**src/rtl/cp0_intr_ctrl.sv**
```systemverilog
// rtl/cp0_intr_ctrl.sv - CP0 exception/interrupt controller driving EPC write and PC select
module cp0_intr_ctrl #(
    parameter int          NUM_IRQ = 6,
    parameter logic [31:0] VECTOR  = 32'h0000_0008
) (
    input  logic               Clk,
    input  logic               Clrn,
    input  logic [NUM_IRQ-1:0] Irq,
    input  logic               Syscall,
    input  logic               Unimpl,
    input  logic               Overflow,
    input  logic               Eret,
    input  logic               Mtc0,
    input  logic [4:0]         Rd,
    input  logic [31:0]        Wdata,
    input  logic [31:0]        Epc_in,
    output logic               Inta,
    output logic               Wepc,
    output logic               Mtc0_epc,
    output logic [1:0]         Pc_sel,
    output logic [31:0]        Vector,
    output logic [31:0]        Status,
    output logic [31:0]        Cause,
    output logic [31:0]        Rdata
);

    localparam logic [4:0] REG_STATUS = 5'd12;
    localparam logic [4:0] REG_CAUSE  = 5'd13;
    localparam logic [4:0] REG_EPC    = 5'd14;

    localparam logic [4:0] CODE_INT  = 5'd0;
    localparam logic [4:0] CODE_SYS  = 5'd8;
    localparam logic [4:0] CODE_RI   = 5'd10;
    localparam logic [4:0] CODE_OV   = 5'd12;

    localparam logic [1:0] PC_SEQ = 2'b00;
    localparam logic [1:0] PC_VEC = 2'b01;
    localparam logic [1:0] PC_EPC = 2'b10;

    typedef enum logic {
        ST_RUN     = 1'b0,
        ST_HANDLER = 1'b1
    } state_t;

    state_t             state;
    state_t             state_next;

    logic               ie;
    logic [NUM_IRQ-1:0] im;
    logic [NUM_IRQ-1:0] ip;
    logic [4:0]         exc_code;
    logic               exl;

    logic               exc;
    logic [4:0]         exc_code_new;
    logic               int_req;

    logic               code_load;
    logic [4:0]         code_val;
    logic               mtc0_en;
    logic               epc_mtc0_ok;
    logic               status_wr;

    assign exl    = (state == ST_HANDLER);
    assign Vector = VECTOR;

    assign exc = Syscall | Unimpl | Overflow;

    // Unimplemented beats syscall beats overflow when several flags fire together
    always_comb begin
        exc_code_new = CODE_OV;
        if (Unimpl) begin
            exc_code_new = CODE_RI;
        end else if (Syscall) begin
            exc_code_new = CODE_SYS;
        end
    end

    // Interrupt request uses the Status value held before any same-cycle MTC0
    assign int_req = ie & ~exl & (|(ip & im));

    // Next-state and trap control outputs
    always_comb begin
        state_next  = state;
        Inta        = 1'b0;
        Wepc        = 1'b0;
        Mtc0_epc    = 1'b0;
        Pc_sel      = PC_SEQ;
        code_load   = 1'b0;
        code_val    = CODE_INT;
        mtc0_en     = Mtc0;
        epc_mtc0_ok = 1'b1;

        case (state)
            ST_RUN: begin
                if (exc) begin
                    // Faulting instruction does not commit, so its MTC0 is squashed
                    Pc_sel     = PC_VEC;
                    Wepc       = 1'b1;
                    code_load  = 1'b1;
                    code_val   = exc_code_new;
                    mtc0_en    = 1'b0;
                    state_next = ST_HANDLER;
                end else if (Eret) begin
                    // Interrupts wait until the returned-to instruction is running
                    Pc_sel = PC_EPC;
                end else if (int_req) begin
                    // EPC port is busy saving the return address, so an MTC0 to EPC is lost
                    Pc_sel      = PC_VEC;
                    Wepc        = 1'b1;
                    Inta        = 1'b1;
                    code_load   = 1'b1;
                    code_val    = CODE_INT;
                    epc_mtc0_ok = 1'b0;
                    state_next  = ST_HANDLER;
                end
            end
            ST_HANDLER: begin
                if (exc) begin
                    // Nested exception: re-enter the handler but keep the original EPC
                    Pc_sel    = PC_VEC;
                    code_load = 1'b1;
                    code_val  = exc_code_new;
                    mtc0_en   = 1'b0;
                end else if (Eret) begin
                    Pc_sel     = PC_EPC;
                    state_next = ST_RUN;
                end
            end
            default: begin
                state_next = ST_RUN;
            end
        endcase

        if (mtc0_en && epc_mtc0_ok && (Rd == REG_EPC)) begin
            Mtc0_epc = 1'b1;
            Wepc     = 1'b1;
            Inta     = 1'b0;
        end
    end

    assign status_wr = mtc0_en && (Rd == REG_STATUS);

    // State register; EXL is derived from it
    always_ff @(posedge Clk or negedge Clrn) begin
        if (!Clrn) begin
            state <= ST_RUN;
        end else begin
            state <= state_next;
        end
    end

    // Software-writable Status fields
    always_ff @(posedge Clk or negedge Clrn) begin
        if (!Clrn) begin
            ie <= 1'b0;
            im <= '0;
        end else if (status_wr) begin
            ie <= Wdata[0];
            im <= Wdata[8 +: NUM_IRQ];
        end
    end

    // Cause: pending lines follow Irq every edge, ExcCode loads on a trap
    always_ff @(posedge Clk or negedge Clrn) begin
        if (!Clrn) begin
            ip       <= '0;
            exc_code <= CODE_INT;
        end else begin
            ip <= Irq;
            if (code_load) begin
                exc_code <= code_val;
            end
        end
    end

    // Assemble the architectural Status and Cause words
    always_comb begin
        Status              = '0;
        Status[0]           = ie;
        Status[1]           = exl;
        Status[8 +: NUM_IRQ] = im;
        Cause               = '0;
        Cause[6:2]          = exc_code;
        Cause[8 +: NUM_IRQ] = ip;
    end

    // MFC0 read mux
    always_comb begin
        Rdata = '0;
        case (Rd)
            REG_STATUS: Rdata = Status;
            REG_CAUSE:  Rdata = Cause;
            REG_EPC:    Rdata = Epc_in;
            default:    Rdata = '0;
        endcase
    end

endmodule

```
**config.mk**
```make
export PLATFORM = sky130hd
export DESIGN_NAME = cp0_intr_ctrl
export DESIGN_NICKNAME = d
export VERILOG_FILES = /design/src/rtl/cp0_intr_ctrl.sv
export SDC_FILE = /design/constraint.sdc
export NUM_CORES = 1
export LEC_CHECK = 0
export CAP_MARGIN = 15
export CELL_PAD_IN_SITES_DETAIL_PLACEMENT = 1
export CELL_PAD_IN_SITES_GLOBAL_PLACEMENT = 1
export CORE_ASPECT_RATIO = 1.5
export CORE_MARGIN = 2
export CORE_UTILIZATION = 17
export CTS_CLUSTER_SIZE = 24
export DETAILED_ROUTE_END_ITERATION = 16
export PLACE_DENSITY = 0.81
export SLEW_MARGIN = 20
export SYNTH_ARGS = -nofsm -noshare
export SYNTH_HDL_FRONTEND = slang
export SYNTH_SLANG_ARGS = --single-unit
```
**constraint.sdc**
```tcl
create_clock -name Clk -period 5.45 [get_ports Clk]
set_input_delay 1.635 -clock Clk [delete_from_list [all_inputs] [get_ports Clk]]
set_output_delay 1.635 -clock Clk [all_outputs]
set_load 0.02 [all_outputs]
```
# --- Word-level counts from Yosys, hierarchy flattened ---
# Index checks and enable logic that the tools add are counted.
classes:
  bitwise_logic: 6
  n_mux: 29
  reduce_logical: 4
  n_eq_ne: 3
ops:
  columns: ["op", "count"]
  rows:
  - ["case mux 32 bit (3 select lines)", 1]
  - ["2-to-1 mux 1 bit", 18]
  - ["== test 5 x 4 -> 1 bit, second input constant", 3]
  - ["2-to-1 mux 5 bit", 2]
  - ["2-to-1 mux 2 bit", 4]
  - ["bitwise AND 6 bit", 1]
  - ["OR reduction 6 bit", 1]
  - ["case mux 1 bit (2 select lines)", 2]
  - ["case mux 2 bit (2 select lines)", 1]
  - ["logical AND 1 bit", 3]
  - ["2-to-1 mux 3 bit", 1]
  - ["bitwise AND 1 bit", 2]
  - ["bitwise OR 1 bit", 2]
  - ["NOT 1 bit", 1]
totals:
  out_inout_bits: 133
  inputBits: 82
  wordCells: 47
  reg_bits: 19

# --- Longest topological paths before layout ---
depth:
  ltp_word: 10
  depth_mapped: 4
  ltp_nobuf: 3

# --- Worst setup path after synthesis ---
# Ideal clock, no wire load.
synth_timing:
  kind: "input -> output"
  startpoint: "in Rd[1]"
  endpoint: "out Rdata[10]"
  slack_ps: 1080
  required_ps: 3815
  t_arrival_ps: 2735
  path_buffers: 2
  path_stages: 4
  path_cell_list: "clkbuf_1 > nor3b_2 > buf_2 > a221o_1"
synth_between:
  elab_chain_len: 2
  elab_cells_between_ends: 4
  cone_classes: "eq/ne: 3; mux: 1"
synth_lines:
  columns: ["element", "line_no", "text"]
  rows:
  - ["start, declared", "14", "input logic [4:0] Rd,"]
  - ["== test 5 x 4 -> 1 bit", "191", "case (Rd)"]
  - ["case mux 32 bit (3 select lines) (*)", "191", null]
  - ["end, declared", "24", "output logic [31:0] Rdata"]
# Every way passes the cells marked *; elsewhere a longest branch is shown, timed or not.

# --- Worst setup path in the final report ---
layout_timing:
  startpoint: "in Rd[2]"
  endpoint: "out Rdata[10]"
# The elaborated chain is that of the path after synthesis.

==> results_dict.tcl <==
set metrics [dict create \
    critPathKind "primary input to output pin" \
    cts_setup_buffers 0 \
    grt_max_degree 24 \
    antenna_cells 0 \
    fin_ws_ps 145 \
    final_util 0.280 \
    synth.distinct_cells 31 \
    cts_buffers 3 \
    instances_no_fill 404 \
    h-tree-depth 1 \
    synth_warnings 0 \
    arrival_ps 3670 \
    crit_buf_inv 2 \
    async_reset_ff_frac 1.00 \
    powerDensity_mw_per_mm2 162 \
    hold_ws_ps 505 \
    start_kind "primary input" \
    finalMaxSlewViolations 0 \
    synth-seq-cells 17 \
    die_w_um 85.0 \
    grtUsageMet2 0.206 \
    cts-root-buf "clkbuf_16" \
    die_area_mm2 0.0107 \
    place_ws_ps 122 \
    synth_area_leaders "buf_4, dfrtp_1, and2_1" \
    end_kind "output pin" \
    cts_tree "yes" \
    cts_sinks 17 \
    vias 1506 \
    setup_viol 0 \
    crit_slowest_cell "clkdlybuf4s50_1" \
    fill_cells 1143 \
    avgSynthCellArea_um2 9.30 \
    crit_fanout 7 \
    rows 44 \
    antenna_found_initial 0 \
    grt_pass1_wl_um 8320 \
    routedWlPerCell_um 13.7 \
    place_congestion 0.698 \
    ys.flop_type "dfrtp_1" \
    ir_drop_v 0.000128 \
    synth_edf_count 0 \
    p_leak_nw 1.17 \
    routed_via_density 3.73 \
    min-delay-path-class "flip-flop to flip-flop" \
    cp_common_cell "clkdlybuf4s50_1" \
    drv_cap 0 \
    clockBufferDepth 2 \
    antenna_left 0 \
    place_inst 400 \
    syn-instance-count 180 \
    drt-total-wl_um 5530 \
    cts_resized 0 \
    rsz0062_at_grt "no" \
    dr.pass1.iters 4 \
    fin_setup_tns_ps 0 \
    max_stage_delay_ps 600 \
    fin_skew_ps 3.33 \
    pin_count 215 \
    die_h_um 126 \
    hold_viol 0 \
    clkTransAtPathRegs_ps 50 \
    busiest_layer "met2" \
    ys_top_cells_by_count "buf_4, and2_1, dfrtp_1" \
    min_period_ps 5300 \
    worst_pin_slew_ps 875 \
    core-area_mm2 0.00963 \
    yosys.area.top_type "buf_4" \
    required_ps 3820 \
    place_hpwl_um 4690 \
    grt_use_met3 0.0224 \
    worst_skew_pair.late_latency_ps 250 \
    fmax_mhz 189 \
    grt_pass1_vias 1500 \
    start_util 0.174 \
    drc_errors 0 \
    drive_above_1_share 0.0900 \
    worstPathCellList "clkdlybuf4s50_1, nand3_1, nor4b_1, a221o_1, clkdlybuf4s50_1" \
    syn_area_mm2 0.00167 \
    finalCritPeriodShare 0.973 \
    grt_usage 0.0989 \
    port_buffers 110 \
    cts_hold_buf 0 \
    syn_to_final_growth_pct 61.2 \
    synth_seq_area_share 0.254 \
    met1_usage 0.0907 \
    gr-total-overflow 0 \
    max_slew_margin 0.415 \
    nets 372 \
    drt_iter0_markers 37 \
    status "complete, no violations" \
    cp_top_family "buffers and inverters" \
    yosysMostFrequentCell "buf_4" \
    synth_top_area_share 0.368 \
]
## cell usage in the layout, fill, tap and decap left out
cell type and n:
a31o_2 2, clkdlybuf4s50_1 110, or3b_2 1, clkinv_2 1, a221o_1 6, a21oi_1 1, a21o_1 1, buf_4 6
and3_2 1, nor4_1 1, nor2_1 2, nor4b_1 5, nor3b_4 1, nand2b_1 1, nor4b_2 2, clkbuf_16 3
nand2_1 1, a22oi_1 3, or4b_1 1, a22o_1 5, a311oi_1 1, and2_1 22, mux2_4 7, nand3b_1 1
nand4_1 1, a22o_2 1, nand3_1 2, dfrtp_1 17, conb_1 79, nor3_1 3, or3_2 1
## layout make-up
type,count,area (um2),share of cell area
timing repair buffer,116,1150,0.425
multi-input combinational,152,903,0.335
sequential,17,425,0.158
clock buffer,3,75.1,0.0278
clock inverter,1,5.00,0.00185
tap,115,144,0.0533
## per-layer routing
metal / share of wire / vias to the layer above
met1: 0.29 / 700
li1: - / 672
met4: 0.012 / 0
met2: 0.58 / 129
met3: 0.12 / 5
met5: 0 / -
## kinds of logic (layout without fill, tap and decap cells)
| logic type | Yosys count | count (layout) | share of synthesized area |
|---|---|---|---|
| simple gates | 46 | 46 | 0.188 |
| other cells | 2 | 79 | 0.00449 |
| mux | 7 | 7 | 0.0628 |
| flops | 17 | 17 | 0.254 |
| compound gates | 20 | 20 | 0.105 |
| buf+inv | 88 | 120 | 0.386 |
## worst register-to-register path, cell delays in order, from the launching register on
cell and delay (ps):
dfrtp_1 430, or3b_2 510, a31o_2 280, a31o_2 250
## per-stage QoR
step | power, W | instance area (um2)
2_1_floorplan | 0.000259 | 1960
3_3_place_gp | 0.000284 | 2610
3_5_place_dp | 0.000286 | 2610
4_1_cts | 0.000440 | 2690
5_1_grt | 0.000455 | 2700
6_report | 0.000437 | 2700
## sequential cells by signal, summed over array words and instances (netlist names)
register	count
ie	1
exl	1
exc_code	3
im	6
ip	6
## worst paths after layout
path,startpoint,end,slack (ps),cells after the start
worst min register to register,exc_code[3],exc_code[3],500,1
worst min-delay path,exc_code[3],exc_code[3],500,1
max in group asynchronous,Clrn,ip[0],3030,1
worst max-delay path,Rd[2],Rdata[10],150,5
min in group asynchronous,Clrn,exc_code[3],1880,1
worst max register to register,ie,exc_code[1],3880,3
## power by group
part | switching (W) | internal [W] | total [W]
clock | 0.0000532 | 0.0000984 | 0.000152
combinational | 0.0000853 | 0.0000616 | 0.000147
sequential | 0.00000614 | 0.000132 | 0.000138
total | 0.000145 | 0.000292 | 0.000437
(Power assumes the default switching activity.)
